**config.mk**
```make
export PLATFORM = sky130hd
export DESIGN_NAME = conv_maxpool_2x2
export DESIGN_NICKNAME = d
export VERILOG_FILES = /design/src/rtl/conv_maxpool_2x2.sv
export SDC_FILE = /design/constraint.sdc
export NUM_CORES = 2
export LEC_CHECK = 0
export BUFFER_PORTS_ARGS = -buffer_cell sky130_fd_sc_hd__buf_2
export CAP_MARGIN = 30
export CORE_MARGIN = 3
export CORE_UTILIZATION = 50
export CTS_BUF_LIST = sky130_fd_sc_hd__clkbuf_8
export DETAILED_ROUTE_END_ITERATION = 16
export PLACE_DENSITY = 0.67
export SLEW_MARGIN = 20
export SYNTH_ARGS = -nofsm -noshare
export SYNTH_HDL_FRONTEND = slang
export SYNTH_SLANG_ARGS = --single-unit
```
**constraint.sdc**
```tcl
create_clock -name axi_clk -period 5.4 [get_ports axi_clk]
set_input_delay 1.08 -clock axi_clk [delete_from_list [all_inputs] [get_ports axi_clk]]
set_output_delay 1.08 -clock axi_clk [all_outputs]
set_load 0.005 [all_outputs]
```
**src/rtl/conv_maxpool_2x2.sv**
```systemverilog
// 2x2 stride-2 max pooling over a packed multi-channel pixel stream, one beat per cycle.
// Optional MAXPOOL_RELU_EN: channels are signed and negative values are clamped to 0 first.
module conv_maxpool_2x2 #(
  parameter int unsigned NUM_CH  = 16,
  parameter int unsigned DATA_W  = 8,
  parameter int unsigned IN_COLS = 14,
  parameter int unsigned IN_ROWS = 14
) (
  input  logic                       axi_clk,
  input  logic                       axi_rst,
  input  logic [NUM_CH-1:0]          i_data_valid,
  input  logic [NUM_CH*DATA_W-1:0]   i_data,
  output logic                       o_data_valid,
  output logic [NUM_CH*DATA_W-1:0]   o_data,
  output logic [2:0]                 o_out_col,
  output logic [2:0]                 o_out_row,
  output logic                       o_frame_done,
  output logic                       o_busy
);

  localparam int unsigned BeatW   = NUM_CH * DATA_W;
  localparam int unsigned ColW    = (IN_COLS > 1) ? $clog2(IN_COLS) : 1;
  localparam int unsigned RowW    = (IN_ROWS > 1) ? $clog2(IN_ROWS) : 1;
  localparam int unsigned Entries = (IN_COLS > 1) ? IN_COLS / 2 : 1;
  localparam int unsigned IdxW    = (Entries > 1) ? $clog2(Entries) : 1;

  if ((IN_COLS % 2) != 0 || IN_COLS < 2) begin : g_bad_cols
    $error("conv_maxpool_2x2: IN_COLS must be even and at least 2");
  end
  if ((IN_ROWS % 2) != 0 || IN_ROWS < 2) begin : g_bad_rows
    $error("conv_maxpool_2x2: IN_ROWS must be even and at least 2");
  end
  if (IN_COLS > 16 || IN_ROWS > 16) begin : g_bad_size
    $error("conv_maxpool_2x2: pooled indices must fit the 3-bit output ports");
  end

  typedef logic [BeatW-1:0] beat_t;

  typedef enum logic [1:0] {
    StIdle,
    StRun,
    StDone
  } state_e;

  function automatic beat_t relu_beat(beat_t b);
    beat_t r;
    r = b;
`ifdef MAXPOOL_RELU_EN
    for (int k = 0; k < NUM_CH; k++) begin
      if (b[k*DATA_W + DATA_W - 1]) begin
        r[k*DATA_W +: DATA_W] = '0;
      end
    end
`endif
    return r;
  endfunction

  // Unsigned compare; with clamping enabled every operand is already non-negative,
  // so this also matches a signed compare.
  function automatic beat_t max_beat(beat_t a, beat_t b);
    beat_t r;
    r = '0;
    for (int k = 0; k < NUM_CH; k++) begin
      r[k*DATA_W +: DATA_W] = (a[k*DATA_W +: DATA_W] >= b[k*DATA_W +: DATA_W]) ?
                              a[k*DATA_W +: DATA_W] : b[k*DATA_W +: DATA_W];
    end
    return r;
  endfunction

  state_e          state_q, state_d;
  logic [ColW-1:0] in_col_q, in_col_d;
  logic [RowW-1:0] in_row_q, in_row_d;
  beat_t           hold_q, hold_d;
  beat_t           linebuf_q [Entries];
  beat_t           linebuf_d [Entries];
  beat_t           data_q, data_d;
  logic            valid_q, valid_d;
  logic [2:0]      out_col_q, out_col_d;
  logic [2:0]      out_row_q, out_row_d;

  logic            accept;
  logic            col_last;
  logic            row_last;
  logic [IdxW-1:0] idx;
  beat_t           beat_c;
  beat_t           pair;

  always_comb begin
    accept   = &i_data_valid;
    col_last = (in_col_q == ColW'(IN_COLS - 1));
    row_last = (in_row_q == RowW'(IN_ROWS - 1));
    idx      = IdxW'(in_col_q >> 1);
    beat_c   = relu_beat(i_data);
    pair     = max_beat(hold_q, beat_c);
  end

  // Datapath: even columns park in the hold register, odd columns close a horizontal pair.
  always_comb begin
    in_col_d  = in_col_q;
    in_row_d  = in_row_q;
    hold_d    = hold_q;
    linebuf_d = linebuf_q;
    data_d    = data_q;
    valid_d   = 1'b0;
    out_col_d = out_col_q;
    out_row_d = out_row_q;

    if (accept) begin
      if (!in_col_q[0]) begin
        hold_d = beat_c;
      end else if (!in_row_q[0]) begin
        linebuf_d[idx] = pair;
      end else begin
        data_d    = max_beat(linebuf_q[idx], pair);
        valid_d   = 1'b1;
        out_col_d = 3'(in_col_q >> 1);
        out_row_d = 3'(in_row_q >> 1);
      end

      if (col_last) begin
        in_col_d = '0;
        in_row_d = row_last ? '0 : in_row_q + 1'b1;
      end else begin
        in_col_d = in_col_q + 1'b1;
      end
    end
  end

  always_comb begin
    state_d = state_q;
    unique case (state_q)
      StIdle: begin
        if (accept) begin
          state_d = (col_last && row_last) ? StDone : StRun;
        end
      end
      StRun: begin
        if (accept && col_last && row_last) begin
          state_d = StDone;
        end
      end
      StDone: begin
        // A beat here is pixel (0,0) of the next frame.
        if (accept) begin
          state_d = (col_last && row_last) ? StDone : StRun;
        end else begin
          state_d = StIdle;
        end
      end
      default: state_d = StIdle;
    endcase
  end

  always_ff @(posedge axi_clk) begin
    if (axi_rst) begin
      state_q   <= StIdle;
      in_col_q  <= '0;
      in_row_q  <= '0;
      hold_q    <= '0;
      linebuf_q <= '{default: '0};
      data_q    <= '0;
      valid_q   <= 1'b0;
      out_col_q <= '0;
      out_row_q <= '0;
    end else begin
      state_q   <= state_d;
      in_col_q  <= in_col_d;
      in_row_q  <= in_row_d;
      hold_q    <= hold_d;
      linebuf_q <= linebuf_d;
      data_q    <= data_d;
      valid_q   <= valid_d;
      out_col_q <= out_col_d;
      out_row_q <= out_row_d;
    end
  end

  always_comb begin
    o_data_valid = valid_q;
    o_data       = data_q;
    o_out_col    = out_col_q;
    o_out_row    = out_row_q;
    o_frame_done = (state_q == StDone);
    o_busy       = (state_q == StRun);
  end

endmodule

```
# Word-level counts from Yosys, hierarchy flattened

Cells that the tools add are included.

Register bits after elaboration: 1169
Latch bits: 0
RAM bits: 0
Memory bits (read-only): 0
Bits of input ports: 146
Memories: 0

Add/sub/neg operators: 2
Multipliers: 0
Divide/modulo/power cells: 0
Magnitude comparators: 34
Equality and inequality tests: 6
Shifts and indexed selects: 0
Multiplexer cells: 46
Bitwise gates (word level): 4
Reductions and logical operators: 12

Operators with widths:

| cell                                                                          | number |
|---|---|
| 896-bit bitwise mux                                                           | 1 |
| 128-bit binary-select mux with 3-bit select                                   | 1 |
| 128-bit demux with 3-bit select                                               | 1 |
| 128-bit two-way mux                                                           | 3 |
| 8-bit >= comparator                                                           | 32 |
| 8-bit two-way mux                                                             | 32 |
| 18-bit AND reduction                                                          | 2 |
| 17-bit AND reduction                                                          | 2 |
| 16-bit AND reduction                                                          | 1 |
| 4-bit by 1-bit adder with 4-bit output (second input constant)                | 2 |
| 4-bit equality test (second input constant)                                   | 2 |
| 2-bit two-way mux                                                             | 4 |
| 4-bit two-way mux                                                             | 2 |
| 2-bit case mux with 3 select lines                                            | 1 |
| 4-bit >= comparator (second input constant)                                   | 1 |
| 1-bit logical AND                                                             | 4 |
| 4-bit by 1-bit less-than comparator with 1-bit output (second input constant) | 1 |
| 3-bit inverter with 4-bit output                                              | 1 |
| 1-bit inverter                                                                | 3 |
| 3-bit OR reduction                                                            | 1 |
| 2-bit by 1-bit equality test with 1-bit output (second input constant)        | 1 |
| 2-bit equality test (second input constant)                                   | 1 |
| 2-bit zero test                                                               | 1 |
| 2-bit by 1-bit != test with 1-bit output (second input constant)              | 1 |
| other kinds (3)                                                               | 3 |

# Logic depth before layout (Yosys ltp)

Word-level depth: 6
Mapped depth: 17
Gate-level depth less buffers: 13

# Least setup slack after synthesis

No wires, ideal clock.

Path kind: input port to flip-flop
Start: in i_data[112]
End: reg data_q[112], in the netlist o_data[112]
Library setup time: 0.075 ns
Arrival time: 4.555 ns
Data required time: 5.325 ns
Setup slack: 0.770 ns
Stages: 15
Buffers on the path: 3
Cell sequence: ha_1 -> nand2b_1 -> a211o_1 -> a21o_1 -> buf_2 -> a311oi_2 -> inv_1 -> ha_1 -> nand2b_1 -> a2111o_1 -> a21o_1 -> buf_1 -> or3_1 -> buf_6 -> o211ai_2

Word-level cells in the longest chain between the ends: 4

RTL lines:

| what                  | line | RTL |
|---|---|---|
| start, declared       | 12   | `input logic [NUM_CH*DATA_W-1:0] i_data,` |
| 8-bit >= comparator   | 64   | `r[k*DATA_W +: DATA_W] = (a[k*DATA_W +: DATA_W] >= b[k*DATA_W +: DATA_W]) ?` |
| 8-bit two-way mux (*) | 64   |  |
| named net pair[112]   | 86   | `beat_t pair;` |
| 8-bit >= comparator   | 64   |  |
| 8-bit two-way mux (*) | 64   |  |
| end signal, assigned  | 171  | `data_q <= data_d;` |
| end, declared         | 76   | `beat_t data_q, data_d;` |

The timed path passes the listed nets; every way through them passes the cells marked *.
A chain may end at the register's enable or synchronous reset.

# Final worst setup path

Start: reg hold_q[112]
End: reg data_q[112], in the netlist o_data[112]

Word-level cells in the longest chain between the ends: 4

RTL lines:

| what                   | line | RTL |
|---|---|---|
| start, declared        | 73   | `beat_t hold_q, hold_d;` |
| start signal, assigned | 169  | `hold_q <= hold_d;` |
| 8-bit >= comparator    | 64   |  |
| 8-bit two-way mux (*)  | 64   |  |
| named net pair[112]    | 86   |  |
| 8-bit >= comparator    | 64   |  |
| 8-bit two-way mux (*)  | 64   |  |

Marks and branches as above.

==> results.py <==
metrics = {
    "status": {
        "outcome": "complete, no violations",
    },
    "clock_tree": {
        "cts_max_level": 4,
        "cts.sink_count": 1169,
        "worstSkewPairLatency_ns": 0.92,
        "cts_resized": 0,
        "post_cts_buffers": 0,
        "clockRootBuffer": "clkbuf_8",
        "hold_buffers": 0,
        "tritoncts": "yes",
        "cts_buffers": 201,
        "cts.reportedPaths.clkPinSlew_ns": 0.06,
        "cts_buffer_depth": 3,
    },
    "logic_synthesis": {
        "synth-xor-area-share_pct": 0.0300,
        "synth_top_family_by_area": "compound AO/OA/AOI/OAI gates",
        "async_reset_ff_share_pct": 0,
        "synth.distinct_cells": 73,
        "syn_avg_cell_area_sq_um": 8.85,
        "yosys_warnings": 0,
        "synth-adder-area-share_pct": 5.49,
        "ys_seq_elements": 1169,
        "syn-num-nets": 6997,
        "ys_seq_area_share_pct": 40.1,
        "synth-simple-area-share_pct": 13.7,
        "synth_area_sq_um": 58400,
        "synth_top_area_cell": "dfxtp_1",
        "synth_edf_count": 0,
        "syn-instance-count": 6595,
        "synthMuxAreaShare_pct": 7.07,
        "synth.most_common_cell": "dfxtp_1",
        "synth_compound_gate_area_share_pct": 27.5,
        "netlist_top_cells_count": "1169 x dfxtp_1, 995 x nor2_1, 919 x a211oi_1",
        "synthTopCellsByArea": "dfxtp_1 40%, a211oi_1 12%, nor2_1 6.4%",
        "synth-main-ff-cell": "dfxtp_1",
        "synth.top_cell.area_share_pct": 40.1,
    },
    "power_and_ir_drop": {
        "combPwrFrac_pct": 5.2,
        "total_power_w": 0.0179,
        "vdd_drop_max_mv": 0.240,
        "leakage_nw": 23.9,
        "power.internal_w": 0.0135,
        "p_sw_share_pct": 24.7,
        "clkPwrFrac_pct": 46.5,
        "p_switching_w": 0.00442,
        "powerDensity_nw_per_um2": 273,
        "pwr-share-seq_pct": 48.2,
    },
    "detailed_routing": {
        "met3_length_um": 11600,
        "wl_met1_um": 79700,
        "top_layer": "met4",
        "wl_per_cell_um": 21.8,
        "via_per_inst": 6.12,
        "drt-total-wl_um": 183000,
        "via_count": 51582,
        "drc": 0,
        "first_iter_violations": 4221,
        "ant_nets": 0,
        "dr.pass1.iters": 5,
        "wl_met2_um": 87000,
    },
    "placement": {
        "dp_hpwl_um": 110000,
        "place.gp.congestion": 0.889,
        "io_buffers": 282,
    },
    "critical_path": {
        "worstPathMaxFanout": 9,
        "start_kind": "flip-flop",
        "required_ns": 6.22,
        "cp.arrival_ns": 5.07,
        "end_kind": "flip-flop",
        "crit_type": "flip-flop to flip-flop",
    },
    "sta": {
        "max_freq_ghz": 0.235,
        "hold_viol": 0,
        "finalCritPeriodShare_pct": 78.7,
        "clock_skew_ns": 0.0655,
        "worst_pin_slew_ns": 1.06,
        "setup_tns_ns": 0,
        "slew_headroom_pct": 29.4,
        "slew_violations": 0,
        "setup_violations": 0,
        "period_needed_ns": 4.25,
        "rsz0062_at_grt": "no",
    },
    "finish": {
        "fin_nets": 7159,
        "syn_to_final_growth_pct": 12.3,
        "drive_gt1_share_pct": 16.3,
    },
    "floorplan": {
        "initial_core_util_pct": 50.7,
        "die_h_um": 348,
        "die_area_sq_um": 121000,
        "core_sq_um": 115000,
        "io_pins": 283,
        "die_x_um": 348,
        "row_count": 124,
    },
    "flow_run": {
        "maxCapViolCount": 0,
    },
    "global_route": {
        "grt_max_degree": 203,
        "grt_pass1_wl_um": 288000,
        "antenna_found_initial": 2,
        "track_usage_pct": 29.4,
        "globalRouteOverflowTotal": 0,
        "grt_pass1_vias": 50254,
    },
    "hold_path": {
        "hp-class": "input port to flip-flop",
    },
}
-- cells by family (layout without fill, tap and decap cells) --
family	Yosys count	count (layout)
AOI/OAI and AO/OA	2084	2084
and+or+nand+nor	1894	1894
DFF	1169	1169
buffers and inverters	848	1170
muxes	342	342
adders and majority gates	256	256
xor gates and xnor gates	2	2
other	0	5
-- path summary, 6_finish.rpt --
| path | start | endpoint | slack (ns) | cells after the start |
|---|---|---|---|---|
| hold / removal | i_data[49] | hold_q[49] | 0.43 | 3 |
| setup reg to reg | hold_q[112] | o_data[112] | 1.15 | 14 |
| hold reg to reg | hold_q[96] | hold_q[96] | 0.47 | 2 |
| setup / recovery | hold_q[112] | o_data[112] | 1.15 | 14 |
-- final cells by class --
type                    count  area, sq um
inverters                 304         1150
clock inverters           125          890
diodes                      5         12.5
flip-flops and latches   1169        23400
fillers                 10308        49500
clock buffers             238         3280
repair buffers            503         3420
multi-input cells        4578        31500
well taps                1512         1890
-- per-stage QoR --
stage / hold slack [ns] / area (sq um) / cells / worst slack, ns / util (%)
2_1_floorplan: 0.445 / 58400 / 6595 / 0.770 / -
3_3_place_gp: 0.458 / 61300 / 8061 / 0.490 / 53.3
3_5_place_dp: 0.454 / 61400 / 8065 / 0.445 / 53.3
4_1_cts: 0.354 / 65600 / 8428 / 1.15 / 57.0
5_1_grt: 0.399 / 65600 / 8430 / 0.889 / 57.0
6_report: 0.425 / 65600 / 8434 / 1.15 / 57.0
-- power groups by stage --
stage	clock (W)	sequential (W)	combinational, W
after global placement	0	0.00881	0.000907
after floorplan	0	0.00881	0.000569
after detailed placement	0	0.00881	0.000922
final	0.00832	0.00863	0.000934
after global routing	0.00887	0.00862	0.00103
after CTS	0.00846	0.00862	0.000926
-- sequential cells by signal (all words and copies together) (netlist names) --
register	cells
linebuf_q	896
o_out_col	3
o_out_row	3
state_q	2
in_row_q	4
o_data	128
hold_q	128
in_col_q	4
o_data_valid	1
-- critical path, cell delays in order, from the launching register on --
cell      delay (ns)
dfxtp_1         0.40
inv_1           0.10
ha_1            0.26
nand2b_1        0.14
a211o_1         0.40
a21o_1          0.41
a311oi_2        0.35
buf_4           0.23
inv_1           0.06
ha_1            0.27
nand2b_1        0.14
a2111o_1        0.41
a21o_1          0.25
or3_1           0.53
o211ai_2        0.21
-- metal layers --
| metal | vias to the layer above | GRT usage (%) |
|---|---|---|
| li1 | 24689 | - |
| met1 | 24874 | 38.0 |
| met2 | 1689 | 49.4 |
| met3 | 330 | 5.19 |
| met4 | 0 | 10.0 |
| met5 | - | 0 |
-- layout by cell type, fill, tap and decap left out, types with 182 or more instances in the layout --
cell type / synthesis / routed
dfxtp_1: 1169 / 1166
nor2_1: 995 / 994
a211oi_1: 919 / 919
nand2_1: 615 / 614
inv_1: 303 / 383
buf_2: 201 / 281
a21oi_1: 275 / 274
ha_1: 256 / 256
clkbuf_8: 0 / 238
buf_4: 29 / 193
mux2i_1: 182 / 182
No activity file was read; power rests on OpenSTA's default activity.
